**src/rtl/mat_vec_result_collector.sv**
```systemverilog
// Collects per-beat row_by_vector results into one committed vector.
// Optional sticky extra-beat flag: COLLECTOR_OVERFLOW_DETECT_EN.
module mat_vec_result_collector #(
  parameter int no_of_eqn_per_cluster = 10,
  parameter int element_width = 32,
  parameter int no_of_units = 4,
  parameter int NI = 8,
  localparam int additional =
    NI - (no_of_eqn_per_cluster % NI),
  localparam int total =
    no_of_eqn_per_cluster + additional,
  localparam int no_of_beats = total / no_of_units
) (
  input  logic clk,
  input  logic reset,
  input  logic start,
  input  logic outsider_read_now,
  input  logic [element_width*no_of_units-1:0] in_data,
  output logic [no_of_eqn_per_cluster*element_width-1:0] out_vector,
  output logic out_valid,
  output logic busy,
  output logic [$clog2(no_of_beats+1)-1:0] beat_count,
  output logic overflow
);

  localparam int N  = no_of_eqn_per_cluster;
  localparam int W  = element_width;
  localparam int U  = no_of_units;
  localparam int CW = $clog2(no_of_beats+1);
  localparam logic [CW-1:0] LAST = CW'(no_of_beats-1);

  typedef enum logic [1:0] {
    IDLE, COLLECT, COMMIT, DONE
  } state_t;

  state_t state;
  logic [N*W-1:0] assembly;

  always_ff @(posedge clk) begin
    if (reset) begin
      state      <= IDLE;
      assembly   <= '0;
      out_vector <= '0;
      out_valid  <= 1'b0;
      busy       <= 1'b0;
      beat_count <= '0;
    end else if (!start) begin
      state      <= IDLE;
      assembly   <= '0;
      out_valid  <= 1'b0;
      busy       <= 1'b0;
      beat_count <= '0;
    end else begin
      unique case (state)
        IDLE: begin
          state <= COLLECT;
          busy  <= 1'b1;
        end
        COLLECT: begin
          if (outsider_read_now) begin
            // padded tail rows have no slot and are simply skipped
            for (int r = 0; r < N; r++) begin
              if (beat_count == CW'(r / U))
                assembly[(N-r)*W-1 -: W] <=
                  in_data[(U-(r%U))*W-1 -: W];
            end
            beat_count <= beat_count + 1'b1;
            if (beat_count == LAST)
              state <= COMMIT;
          end
        end
        COMMIT: begin
          out_vector <= assembly;
          out_valid  <= 1'b1;
          busy       <= 1'b0;
          state      <= DONE;
        end
        DONE: begin
        end
      endcase
    end
  end

`ifdef COLLECTOR_OVERFLOW_DETECT_EN
  always_ff @(posedge clk) begin
    if (reset || !start)
      overflow <= 1'b0;
    else if (outsider_read_now &&
             (state == COMMIT || state == DONE))
      overflow <= 1'b1;
  end
`else
  assign overflow = 1'b0;
`endif

endmodule
```
**config.mk**
```make
export PLATFORM = sky130hd
export DESIGN_NAME = mat_vec_result_collector
export DESIGN_NICKNAME = d
export VERILOG_FILES = /design/src/rtl/mat_vec_result_collector.sv
export SDC_FILE = /design/constraint.sdc
export NUM_CORES = 1
export LEC_CHECK = 0
export CORE_MARGIN = 2
export CORE_UTILIZATION = 55
export CTS_BUF_LIST = sky130_fd_sc_hd__clkbuf_16
export CTS_CLUSTER_DIAMETER = 100
export DETAILED_ROUTE_END_ITERATION = 8
export GPL_TIMING_DRIVEN = 0
export PLACE_DENSITY = 0.94
export SYNTH_ARGS = -nofsm -noshare
export SYNTH_HDL_FRONTEND = slang
export SYNTH_SLANG_ARGS = --single-unit
```
**constraint.sdc**
```tcl
create_clock -name clk -period 2.3 [get_ports clk]
set_input_delay 0.345 -clock clk [delete_from_list [all_inputs] [get_ports clk]]
set_output_delay 0.345 -clock clk [all_outputs]
set_load 0.02 [all_outputs]
```
==> flow_metrics.env <==
export IMPL_status="finished with violations"
export IMPL_violations="max-capacitance violations"
export IMPL_timing_setup_tns_ns=0
export IMPL_synth_edf_count=0
export IMPL_grt_overflow=0
export IMPL_rsz0062_at_grt="false"
export IMPL_syn_inst=2828
export IMPL_yosysTopAreaCellShare_pct=57.7
export IMPL_synthArstFlopShare_pct=0
export IMPL_track_usage_pct=33.3
export IMPL_die_w_microns=206
export IMPL_num_vias=21600
export IMPL_maxCapViolCount=1
export IMPL_avgSynthCellArea_sq_um=7.93
export IMPL_finalNetCount=3488
export IMPL_ant_nets=0
export IMPL_p_comb_share_pct=4.3
export IMPL_min_path_type="input port to flip-flop"
export IMPL_fillCellCount=2665
export IMPL_antenna_found_initial=3
export IMPL_worstPathBufferInverterCount=4
export IMPL_io_pins=458
export IMPL_ff2ff_setup_slack_ns=0.13
export IMPL_path_clk_slew_ns=0.06
export IMPL_crit_slowest_cell="buf_2"
export IMPL_drt_iter0_drc=1769
export IMPL_first_pass_iters=7
export IMPL_path_common_cell="buf_2"
export IMPL_chipHeight_microns=206
export IMPL_clockBufferDepth=3
export IMPL_yosys_warnings=0
export IMPL_postPlaceCellArea_sq_um=27600
export IMPL_core_area_sq_um=40000
export IMPL_tritoncts="yes"
export IMPL_netSwitchingFraction_pct=22.5
export IMPL_htree_levels=2
export IMPL_multi_input_area_sq_um=8320
export IMPL_path_class="flip-flop to flip-flop"
export IMPL_grt_max_degree=16
export IMPL_synth_distinct_cells=24
export IMPL_cp_required_ns=2.83
export IMPL_final_common_cell="nand2_1"
export IMPL_worst_setup_path_start_kind="flip-flop"
export IMPL_clock_skew_ns=0.0148
export IMPL_switchingPower_uw=4830
export IMPL_finalMaxSlewViolations=0
export IMPL_power_uw=21500
export IMPL_dp_cells=3808
export IMPL_port_buffers=455
export IMPL_synth_area_leaders="dfxtp_1, nand2_1, a21oi_1, buf_2, clkbuf_1"
export IMPL_initial_core_util_pct=56.1
export IMPL_layout_common_cells="nand2_1, dfxtp_1, a21oi_1"
export IMPL_pwr_share_clk_pct=43.4
export IMPL_period_needed_ns=2.17
export IMPL_cts_hold_fix_buffers=0
export IMPL_fin_cells=3916
export IMPL_cts_resized=0
export IMPL_clock_fmax_mhz=461
export IMPL_syn2layout_area_growth_pct=31.3
export IMPL_post_cts_repair_setup_buffers=0
export IMPL_routed_via_density=5.52
export IMPL_cp_max_fo=10
export IMPL_crit_chain="inv_1, ha_1, buf_4, nand4b_1, buf_2, buf_2, nand2_1, a21oi_1"
export IMPL_peakVddDrop_mv=0.607
export IMPL_cts_root_buf="clkbuf_16"
export IMPL_grt_pass1_vias=20600
export IMPL_p_int_uw=16700
export IMPL_critical_path_top_delay_family="buffers and inverters"
export IMPL_yosys_area_top_type="dfxtp_1"
export IMPL_design_area_sq_um=29500
export IMPL_wl_per_cell_microns=18.8
export IMPL_synth_fp_nets=2970
export IMPL_worst_hold_slack_ns=0.162
export IMPL_drive_above_1_share_pct=5.99
export IMPL_cp_arrival_ns=2.70
export IMPL_post_dp_hpwl_microns=50800
export IMPL_max_slew_worst_pin_slew_ns=1.50
export IMPL_hold_viol=0
export IMPL_numCtsBuffers=61
export IMPL_regArea_sq_um=13000
export IMPL_setup_viol=0
export IMPL_dieArea_sq_um=42400
export IMPL_leakagePower_uw=0.00965
export IMPL_grt_pass1_wl_microns=109000
export IMPL_syn_cell_area_sq_um=22400
export IMPL_cp_end_kind="flip-flop"
export IMPL_clkLatencyLatePin_ns=0.62
export IMPL_ys_seq_area_share_pct=57.7
export IMPL_fin_crit_sh_pct=94.2
export IMPL_cp_slowest_stage_delay_ns=0.45
export IMPL_cts_sink_count=647
export IMPL_num_rows=73
export IMPL_ys_ff_latch=647
export IMPL_place_congestion=0.913
export IMPL_max_slew_margin_rel_pct=0.182
export IMPL_route_detailed_drc=0
export IMPL_seq_power_share_pct=52.3
export IMPL_cellPowerDensity_nw_per_um2=730
export IMPL_finalWirelength_microns=73500
export IMPL_ys_flop_type="dfxtp_1"
-- cells in the mapped netlist, drive strengths merged (3+ instances only) --
cell type,n
clkbuf,83
inv,5
dfxtp,647
nand2,1286
and4b,3
a21oi,643
nand4b,3
nor2,4
buf,133
ha,10
-- registers in the layout, indices dropped and copies added, names as in the netlist --
register,cells
assembly,320
out_vector,320
beat_count,3
state,2
busy,1
out_valid,1
-- metrics by stage --
step	utilization, %	setup WS, ns
final	73.6	0.132
after floorplan	-	0.787
after global placement	69.1	0.159
after global routing	73.6	0.0222
after CTS	73.6	0.149
after detailed placement	69.1	0.106
-- power groups by stage --
stage / combinational [uW] / clock, uW / sequential [uW]
after floorplan: 391 / 0 / 11500
after global placement: 889 / 0 / 11500
after detailed placement: 896 / 0 / 11500
after CTS: 908 / 9320 / 11300
after global routing: 978 / 9780 / 11300
final: 926 / 9330 / 11300
-- metal layers --
layer	wire (microns)	vias up	track usage, %
li1	-	10100	-
met1	26700	10100	37.3
met2	34800	1119	56.8
met3	7740	274	10.2
met4	4190	4	17.9
met5	23	-	0
-- worst reg2reg max path: stages, from the launching register on --
cell and delay, ns:
dfxtp_1 0.38, inv_1 0.11, ha_1 0.22, buf_4 0.18, nand4b_1 0.12, buf_2 0.45, buf_2 0.35, nand2_1 0.09
a21oi_1 0.18
-- worst paths after layout --
| path | from | to | depth (start not counted) |
|---|---|---|---|
| worst max-delay path | state[1]$_SDFFE_PP0P_ | assembly[74]$_SDFFE_PP0P_ | 8 |
| worst min-delay path | reset | state[1]$_SDFFE_PP0P_ | 4 |
| worst max register to register | state[1]$_SDFFE_PP0P_ | assembly[74]$_SDFFE_PP0P_ | 8 |
| worst min register to register | assembly[139]$_SDFFE_PP0P_ | out_vector[139]$_SDFFE_PP0P_ | 2 |
-- final cells by class --
cell class / instances / share of cell area (%)
antenna: 4 / 0.0340
sequential: 647 / 44.0
multi-input combinational: 1960 / 28.2
timing repair buffer: 455 / 15.5
tap: 525 / 2.23
clock inverter: 41 / 0.781
clock buffer: 63 / 5.35
buffer: 216 / 3.88
inverter: 5 / 0.0637
-- cell families (layout without fill, tap and decap cells) --
| logic type | after synthesis | after routing | synth area share [%] |
|---|---|---|---|
| mux | 1 | 1 | 0.0446 |
| buf+inv | 221 | 780 | 5.18 |
| flops | 647 | 647 | 57.7 |
| fa+ha+maj | 10 | 10 | 0.558 |
| other cells | 1 | 5 | 0.0167 |
| xor+xnor | 1 | 1 | 0.0390 |
| simple gates | 1301 | 1301 | 22.0 |
| compound gates | 646 | 646 | 14.5 |
Power figures use the tool's default switching activity.
